$ cat config.mk
export PLATFORM = sky130hd
export DESIGN_NAME = si5340_i2c_target
export DESIGN_NICKNAME = d
export VERILOG_FILES = /design/src/rtl/i2c_target_pkg.sv /design/src/rtl/i2c_line_cond.sv /design/src/rtl/si5340_i2c_target.sv
export SDC_FILE = /design/constraint.sdc
export NUM_CORES = 2
export LEC_CHECK = 0
export ABC_AREA = 0
export CAP_MARGIN = 40
export CORE_MARGIN = 4
export CORE_UTILIZATION = 28
export CTS_CLUSTER_SIZE = 25
export DETAILED_ROUTE_END_ITERATION = 7
export HOLD_SLACK_MARGIN = 0.06
export PLACE_DENSITY = 0.39
export SLEW_MARGIN = 20
export SYNTH_ARGS = -nofsm -noshare
export SYNTH_HDL_FRONTEND = slang
export SYNTH_HIERARCHICAL = 1
export SYNTH_SLANG_ARGS = --single-unit
$ cat constraint.sdc
create_clock -name clk_i -period 9.9 [get_ports clk_i]
set_clock_uncertainty 0.1 [all_clocks]
set_input_delay 1.485 -clock clk_i [delete_from_list [all_inputs] [get_ports clk_i]]
set_output_delay 1.485 -clock clk_i [all_outputs]
set_load 0.005 [all_outputs]
$ cat src/rtl/i2c_target_pkg.sv
// Shared types and constants for the Si5340-style I2C target.
package i2c_target_pkg;

  localparam int ADDR_WIDTH = 16;
  localparam int DATA_WIDTH = 8;
  localparam logic [6:0] SLAVE_ADDR_DEFAULT = 7'h74;

  // Bit-9 level on SDA: the target (or master) pulls low to acknowledge.
  localparam logic ACK  = 1'b0;
  localparam logic NACK = 1'b1;

  typedef enum logic {
    WRITE = 1'b0,
    READ  = 1'b1
  } r_w_e;

  typedef enum logic [3:0] {
    IDLE,
    DEV_ADDR,
    DEV_ACK,
    PTR_HI,
    PTR_HI_ACK,
    PTR_LO,
    PTR_LO_ACK,
    WR_DATA,
    WR_ACK,
    RD_DATA,
    RD_ACK,
    WAIT_STOP
  } state_e;

endpackage

$ cat src/rtl/i2c_line_cond.sv
// SCL/SDA conditioning: 2-flop synchronizer, optional glitch filter (macro I2C_FILTER_EN),
// and SCL edge / START / STOP pulse generation. Bit 1 of each vector is SCL, bit 0 is SDA.
module i2c_line_cond #(
  parameter int unsigned FILTER_LEN = 3
) (
  input  logic clk_i,
  input  logic arstn_i,
  input  logic scl_i,
  input  logic sda_i,
  output logic sda_o,
  output logic scl_rise_o,
  output logic scl_fall_o,
  output logic start_o,
  output logic stop_o
);

  logic [1:0] meta_q, sync_q, prev_q, line;

  if (FILTER_LEN < 1) begin : g_bad_filter_len
    $error("FILTER_LEN must be at least 1");
  end

  // Lines idle high, so reset to 1 to avoid phantom edges after reset release.
  always_ff @(posedge clk_i or negedge arstn_i) begin
    if (!arstn_i) begin
      meta_q <= 2'b11;
      sync_q <= 2'b11;
      prev_q <= 2'b11;
    end else begin
      meta_q <= {scl_i, sda_i};
      sync_q <= meta_q;
      prev_q <= line;
    end
  end

`ifdef I2C_FILTER_EN
  localparam int unsigned CNT_W = $clog2(FILTER_LEN + 1);

  logic [1:0][CNT_W-1:0] cnt_q, cnt_d;
  logic [1:0]            flt_q, flt_d;

  always_comb begin
    flt_d = flt_q;
    cnt_d = '0;
    for (int i = 0; i < 2; i++) begin
      if (sync_q[i] != flt_q[i]) begin
        if (cnt_q[i] == CNT_W'(FILTER_LEN - 1)) flt_d[i] = sync_q[i];
        else                                    cnt_d[i] = cnt_q[i] + CNT_W'(1);
      end
    end
  end

  always_ff @(posedge clk_i or negedge arstn_i) begin
    if (!arstn_i) begin
      flt_q <= 2'b11;
      cnt_q <= '0;
    end else begin
      flt_q <= flt_d;
      cnt_q <= cnt_d;
    end
  end

  assign line = flt_q;
`else
  assign line = sync_q;
`endif

  assign sda_o      = line[0];
  assign scl_rise_o =  line[1] & ~prev_q[1];
  assign scl_fall_o = ~line[1] &  prev_q[1];
  assign start_o    =  line[1] &  prev_q[1] &  prev_q[0] & ~line[0];
  assign stop_o     =  line[1] &  prev_q[1] & ~prev_q[0] &  line[0];

endmodule

$ cat src/rtl/si5340_i2c_target.sv
// I2C target emulating the Si5340 register interface (16-bit pointer, 8-bit data).
// Optional SCL/SDA glitch filter enabled by defining I2C_FILTER_EN.
//   state      | meaning
//   IDLE       | bus free, waiting for START
//   DEV_ADDR   | shifting in device address + R/W
//   DEV_ACK    | driving ACK for matched address
//   PTR_HI/LO  | shifting in pointer high / low byte
//   *_ACK      | driving ACK for the byte just received
//   WR_DATA    | shifting in a write byte
//   RD_DATA    | shifting out reg[pointer]
//   RD_ACK     | sampling master ACK/NACK
//   WAIT_STOP  | not addressed or read ended, ignore until START/STOP
module si5340_i2c_target
  import i2c_target_pkg::*;
#(
  parameter logic [6:0]  SLAVE_ADDR = SLAVE_ADDR_DEFAULT,
  parameter int unsigned REG_DEPTH  = 256,
  parameter int unsigned FILTER_LEN = 3
) (
  input  logic                  clk_i,
  input  logic                  arstn_i,
  input  logic                  scl_i,
  input  logic                  sda_i,
  output logic                  sda_oen_o,
  output logic                  wr_strobe_o,
  output logic [ADDR_WIDTH-1:0] wr_addr_o,
  output logic [DATA_WIDTH-1:0] wr_data_o,
  output logic                  busy_o,
  input  logic [ADDR_WIDTH-1:0] host_raddr_i,
  output logic [DATA_WIDTH-1:0] host_rdata_o
);

  localparam int unsigned IDX_W = (REG_DEPTH > 1) ? $clog2(REG_DEPTH) : 1;

  logic sda_s, scl_rise, scl_fall, start_evt, stop_evt;

  i2c_line_cond #(.FILTER_LEN(FILTER_LEN)) u_line_cond (
    .clk_i      (clk_i),
    .arstn_i    (arstn_i),
    .scl_i      (scl_i),
    .sda_i      (sda_i),
    .sda_o      (sda_s),
    .scl_rise_o (scl_rise),
    .scl_fall_o (scl_fall),
    .start_o    (start_evt),
    .stop_o     (stop_evt)
  );

  state_e                state_q;
  logic [3:0]            bit_cnt_q;
  logic [DATA_WIDTH-1:0] shift_q, rx_byte, rd_byte, wr_data_q, host_rdata_q, host_rdata_d;
  logic [ADDR_WIDTH-1:0] ptr_q, wr_addr_q;
  logic [DATA_WIDTH-1:0] regs_q [REG_DEPTH];
  logic                  sda_oen_q, busy_q, wr_strobe_q;
  logic                  ptr_in_range, host_in_range, byte_done, ack_fall;

  assign rx_byte       = {shift_q[DATA_WIDTH-2:0], sda_s};
  assign ptr_in_range  = {16'h0, ptr_q} < 32'(REG_DEPTH);
  assign host_in_range = {16'h0, host_raddr_i} < 32'(REG_DEPTH);
  assign rd_byte       = ptr_in_range ? regs_q[ptr_q[IDX_W-1:0]] : '0;
  assign byte_done     = scl_rise && (bit_cnt_q == 4'd7);
  assign ack_fall      = scl_fall && (bit_cnt_q == 4'd8);

  always_ff @(posedge clk_i or negedge arstn_i) begin
    if (!arstn_i) begin
      state_q     <= IDLE;
      bit_cnt_q   <= '0;
      shift_q     <= '0;
      ptr_q       <= '0;
      sda_oen_q   <= 1'b1;
      busy_q      <= 1'b0;
      wr_strobe_q <= 1'b0;
      wr_addr_q   <= '0;
      wr_data_q   <= '0;
      for (int i = 0; i < REG_DEPTH; i++) regs_q[i] <= '0;
    end else begin
      wr_strobe_q <= 1'b0;
      if (stop_evt) begin
        state_q   <= IDLE;
        busy_q    <= 1'b0;
        sda_oen_q <= 1'b1;
        bit_cnt_q <= '0;
      end else if (start_evt) begin
        state_q   <= DEV_ADDR;
        sda_oen_q <= 1'b1;
        bit_cnt_q <= '0;
      end else begin
        // Receive states share bit shifting and the ACK drive after bit 8.
        case (state_q)
          DEV_ADDR, PTR_HI, PTR_LO, WR_DATA: begin
            if (scl_rise && bit_cnt_q != 4'd8) begin
              shift_q   <= rx_byte;
              bit_cnt_q <= bit_cnt_q + 4'd1;
            end
            if (ack_fall) sda_oen_q <= ACK;
          end
          default: ;
        endcase

        case (state_q)
          DEV_ADDR: begin
            if (byte_done) begin
              if (rx_byte[7:1] == SLAVE_ADDR) busy_q  <= 1'b1;
              else                            state_q <= WAIT_STOP;
            end
            if (ack_fall) state_q <= DEV_ACK;
          end
          DEV_ACK: if (scl_fall) begin
            bit_cnt_q <= '0;
            if (r_w_e'(shift_q[0]) == READ) begin
              state_q   <= RD_DATA;
              shift_q   <= rd_byte;
              sda_oen_q <= rd_byte[7];
            end else begin
              state_q   <= PTR_HI;
              sda_oen_q <= 1'b1;
            end
          end
          PTR_HI: begin
            if (byte_done) ptr_q[15:8] <= rx_byte;
            if (ack_fall)  state_q     <= PTR_HI_ACK;
          end
          PTR_HI_ACK: if (scl_fall) begin
            state_q   <= PTR_LO;
            bit_cnt_q <= '0;
            sda_oen_q <= 1'b1;
          end
          PTR_LO: begin
            if (byte_done) ptr_q[7:0] <= rx_byte;
            if (ack_fall)  state_q    <= PTR_LO_ACK;
          end
          PTR_LO_ACK: if (scl_fall) begin
            state_q   <= WR_DATA;
            bit_cnt_q <= '0;
            sda_oen_q <= 1'b1;
          end
          WR_DATA: begin
            if (byte_done) begin
              wr_strobe_q <= 1'b1;
              wr_addr_q   <= ptr_q;
              wr_data_q   <= rx_byte;
              ptr_q       <= ptr_q + 16'd1;
              if (ptr_in_range) regs_q[ptr_q[IDX_W-1:0]] <= rx_byte;
            end
            if (ack_fall) state_q <= WR_ACK;
          end
          WR_ACK: if (scl_fall) begin
            state_q   <= WR_DATA;
            bit_cnt_q <= '0;
            sda_oen_q <= 1'b1;
          end
          RD_DATA: begin
            if (scl_rise && bit_cnt_q != 4'd8) begin
              bit_cnt_q <= bit_cnt_q + 4'd1;
              if (bit_cnt_q == 4'd7) ptr_q <= ptr_q + 16'd1;
            end
            if (scl_fall) begin
              if (bit_cnt_q == 4'd8) begin
                state_q   <= RD_ACK;
                sda_oen_q <= 1'b1;
              end else begin
                shift_q   <= {shift_q[6:0], shift_q[7]};
                sda_oen_q <= shift_q[6];
              end
            end
          end
          RD_ACK: begin
            if (scl_rise && sda_s == NACK) state_q <= WAIT_STOP;
            if (scl_fall) begin
              state_q   <= RD_DATA;
              bit_cnt_q <= '0;
              shift_q   <= rd_byte;
              sda_oen_q <= rd_byte[7];
            end
          end
          default: ;
        endcase
      end
    end
  end

  // Reads the pre-write array contents, so a same-cycle I2C write returns the old value.
  always_comb begin
    host_rdata_d = '0;
    if (host_in_range) host_rdata_d = regs_q[host_raddr_i[IDX_W-1:0]];
  end

  always_ff @(posedge clk_i or negedge arstn_i) begin
    if (!arstn_i) host_rdata_q <= '0;
    else          host_rdata_q <= host_rdata_d;
  end

  assign sda_oen_o    = sda_oen_q;
  assign wr_strobe_o  = wr_strobe_q;
  assign wr_addr_o    = wr_addr_q;
  assign wr_data_o    = wr_data_q;
  assign busy_o       = busy_q;
  assign host_rdata_o = host_rdata_q;

endmodule
==> flow_summary_export.csv <==
group,metric,value,unit
outcome,outcome,"completed",
floorplanning,die_h,647,um
sta,rsz0062_at_grt,"no",
sta,setup_violations,0,
placed_design,post-place-cells,12100,
setup_path,crit_type,"reg -> reg",
floorplanning,dieArea,418000,um^2
synthesis,synth_top_area_share,46.3,%
job,maxCapViolations,0,
setup_path,r2r_end,"regs_q[622]",
floorplanning,core-area,406000,um^2
placed_design,post-place-ws,4090,ps
clock_network,htreeDepth,5,
worst_hold_path,whs_endpoint,"u_line_cond/line[0]",
setup_path,r2r_cells,11,
setup_path,critPathCaptureType,"flip-flop",
clock_network,post-cts-setup-buffer-count,0,
placed_design,place.gp.congestion,0.838,
setup_path,worstPathArrival,6170,ps
synthesis,ys_seq_elements,2121,
clock_network,cts_tree,"done",
power_and_ir_drop,powerDensity,154,nW/um^2
placed_design,hpwl,301000,um
global_routing,grt_first_pass_wirelength,632000,um
routing,drt_iter0_markers,5637,
synthesis,yosysTopAreaCell,"dfrtp_1",
synthesis,async_flop_share,100,%
synthesis,ys_types,75,
synthesis,synth_fp_nets,7075,
floorplanning,ioPinCount,55,
routing,drc,0,
synthesis,synth_cells,7049,
synthesis,syn_avg_cell_area,16.2,um^2
sta,tns,0,ps
sta,fmaxAchievable,0.182,GHz
sta,hold_violations,0,
worst_hold_path,hold_path.class,"reg -> reg",
synthesis,synth-edff-count,0,
synthesis,yosysWarnings,6,
layout,stdcell_area,131000,um^2
sta,timing.hold.ws,256,ps
placed_design,place_area,122000,um^2
layout,area_growth,15.0,%
clock_network,cts_buffers,278,
global_routing,grt_overflow_total,0,
clock_network,clockBufferDepth,4,
routing,ant_nets,0,
routing,routed_wl,454000,um
layout,final_cells,12700,
layout,fill_cells,39600,
floorplanning,fp.dieW,647,um
global_routing,grt_pass1_vias,72400,
sta,relSlewSlack,23.4,%
global_routing,grt.total_usage,21.5,%
layout,multi_input_area,58600,um^2
global_routing,antenna_found_initial,29,
clock_network,post_cts_resized,0,
power_and_ir_drop,leakagePower,56.9,nW
layout,final_cell_mix,"dfrtp_1 (2101), mux2_2 (2056), mux4_2 (1233)",
routing,first_pass_iters,5,
layout,final_common_cell,"dfrtp_1",
clock_network,holdBufCountCts,0,
synthesis,synth_area_leaders,"dfrtp_1 (46%), mux4_2 (24%), mux2_2 (20%), clkbuf_1 (1.3%), nor2_4 (0.89%)",
setup_path,critPathMaxFanout,55,
synthesis,ys_seq_area_share,46.4,%
sta,finalMaxSlewViolations,0,
layout,seq_area,53100,um^2
clock_network,root_buffer,"clkbuf_16",
power_and_ir_drop,irDropWorstVdd,120,uV
synthesis,ys.flop_type,"dfrtp_1",
routing,vias,69500,
floorplanning,start_util,28.1,%
sta,min_period,5490,ps
floorplanning,row_count,234,
placed_design,io_buffers,54,
clock_network,clkTransAtPathRegs,50,ps
layout,layout-drive-gt1-share,59.6,%
worst_hold_path,min_from,"u_line_cond/meta_q[0]",
sta,tightest_slew,1150,ps
setup_path,worstPathRequired,10570,ps
layout,final_nets,7031,
sta,fin_ws,4410,ps
setup_path,worstSetupStartpointType,"flip-flop",
routing,vias_per_cell,5.48,
clock_network,clkSinkCount,2121,
sta,post-route-period-util,55.5,%
clock_network,clock_latency,920,ps
setup_path,rrSetupSlack,4410,ps
setup_path,r2r-start,"u_line_cond/line[0]",
synthesis,syn-cell-area,114000,um^2
worst_hold_path,holdPathStages,0,
routing,routedWlPerCell,35.8,um
global_routing,grt_max_degree,189,
[area by class of cell]
class / count / area share (%)
inverters: 16 / 0.0514
diodes: 24 / 0.0457
repair buffers: 291 / 2.61
well taps: 5428 / 5.16
flip-flops and latches: 2121 / 40.4
multi-input cells: 4297 / 44.6
clock buffers: 419 / 6.41
clock inverters: 71 / 0.741
[layer usage]
layer  wire length (um)  vias to the layer above  share of wire [%]  GRT usage (%)
met1             202000                    39200                 44           30.2
met3              25400                      567                5.6           3.80
li1                   -                    27800                  -              -
met2             210000                     1910                 46           33.7
met4              16800                        4                3.7           6.72
met5                 27                        -             0.0059              0
[kinds of logic after synthesis]
kind of cell | after synthesis | synth area share (%)
compound gates | 361 | 2.19
fa+ha+maj | 6 | 0.0657
buf+inv | 631 | 2.40
flops | 2121 | 46.4
mux | 3360 | 45.2
simple gates | 570 | 3.70
[synth_stat cells (9+ instances only)]
| cell | instances |
|---|---|
| nor2b_1 | 22 |
| nand2_1 | 107 |
| a31oi_1 | 13 |
| clkbuf_1 | 401 |
| a221oi_1 | 22 |
| a22o_1 | 19 |
| mux2_1 | 23 |
| a211oi_1 | 19 |
| o21ai_0 | 40 |
| mux4_2 | 1233 |
| a21oi_1 | 73 |
| inv_1 | 12 |
| dfrtp_1 | 2114 |
| o22ai_1 | 20 |
| a32oi_1 | 9 |
| nand4_1 | 10 |
| nor2_2 | 127 |
| buf_4 | 21 |
| mux2_2 | 2056 |
| nor2_4 | 90 |
| buf_6 | 16 |
| nor2_1 | 58 |
| a22oi_1 | 101 |
| nand3_1 | 47 |
| nor2_8 | 40 |
| buf_2 | 137 |
| buf_1 | 40 |
| nand2b_1 | 9 |
| mux2i_1 | 48 |
[sequential cells by signal, indices dropped and copies added, names as in the netlist, 4 cells and up]
signal / cells
wr_data_o: 8
ptr_q: 16
regs_q: 2048
shift_q: 8
bit_cnt_q: 4
host_rdata_o: 8
wr_addr_o: 16
state_q: 4
[worst max-delay path by stage]
| stage | from | to | slack (ps) | cells after the start |
|---|---|---|---|---|
| floorplan | host_raddr_i[0] | host_rdata_o[1] | 5830 | 9 |
| global placement | host_raddr_i[0] | host_rdata_o[1] | 3910 | 9 |
| detailed placement | host_raddr_i[0] | host_rdata_o[1] | 4090 | 9 |
| CTS | u_line_cond/line[0] | regs_q[347] | 4420 | 11 |
| global route | u_line_cond/line[0] | regs_q[347] | 4320 | 11 |
| finish | u_line_cond/line[0] | regs_q[622] | 4410 | 11 |
[worst max-delay path, cell delays in order, from the launching register on]
cell     delay (ps)
dfstp_4        1100
and4b_1         320
nor2_2           80
buf_4           230
and2_2          240
nor3b_4         220
nor2b_4         160
buf_4           380
nand3_4         590
buf_4           510
nor2_2          750
mux2_2          420
[through the flow]
step	power [mW]	util (%)
final	20.3	32.4
after global routing	21.0	32.3
after CTS	20.6	32.2
after detailed placement	9.88	29.9
after global placement	9.86	29.7
after floorplan	9.38	-
[power by group]
part | switching (mW) | internal (mW) | total (mW)
Sequential | 0.0676 | 8.69 | 8.76
Clock | 4.18 | 6.40 | 10.6
Combinational | 0.694 | 0.273 | 0.967
Total | 4.94 | 15.4 | 20.3
Power figures use the tool's default switching activity.
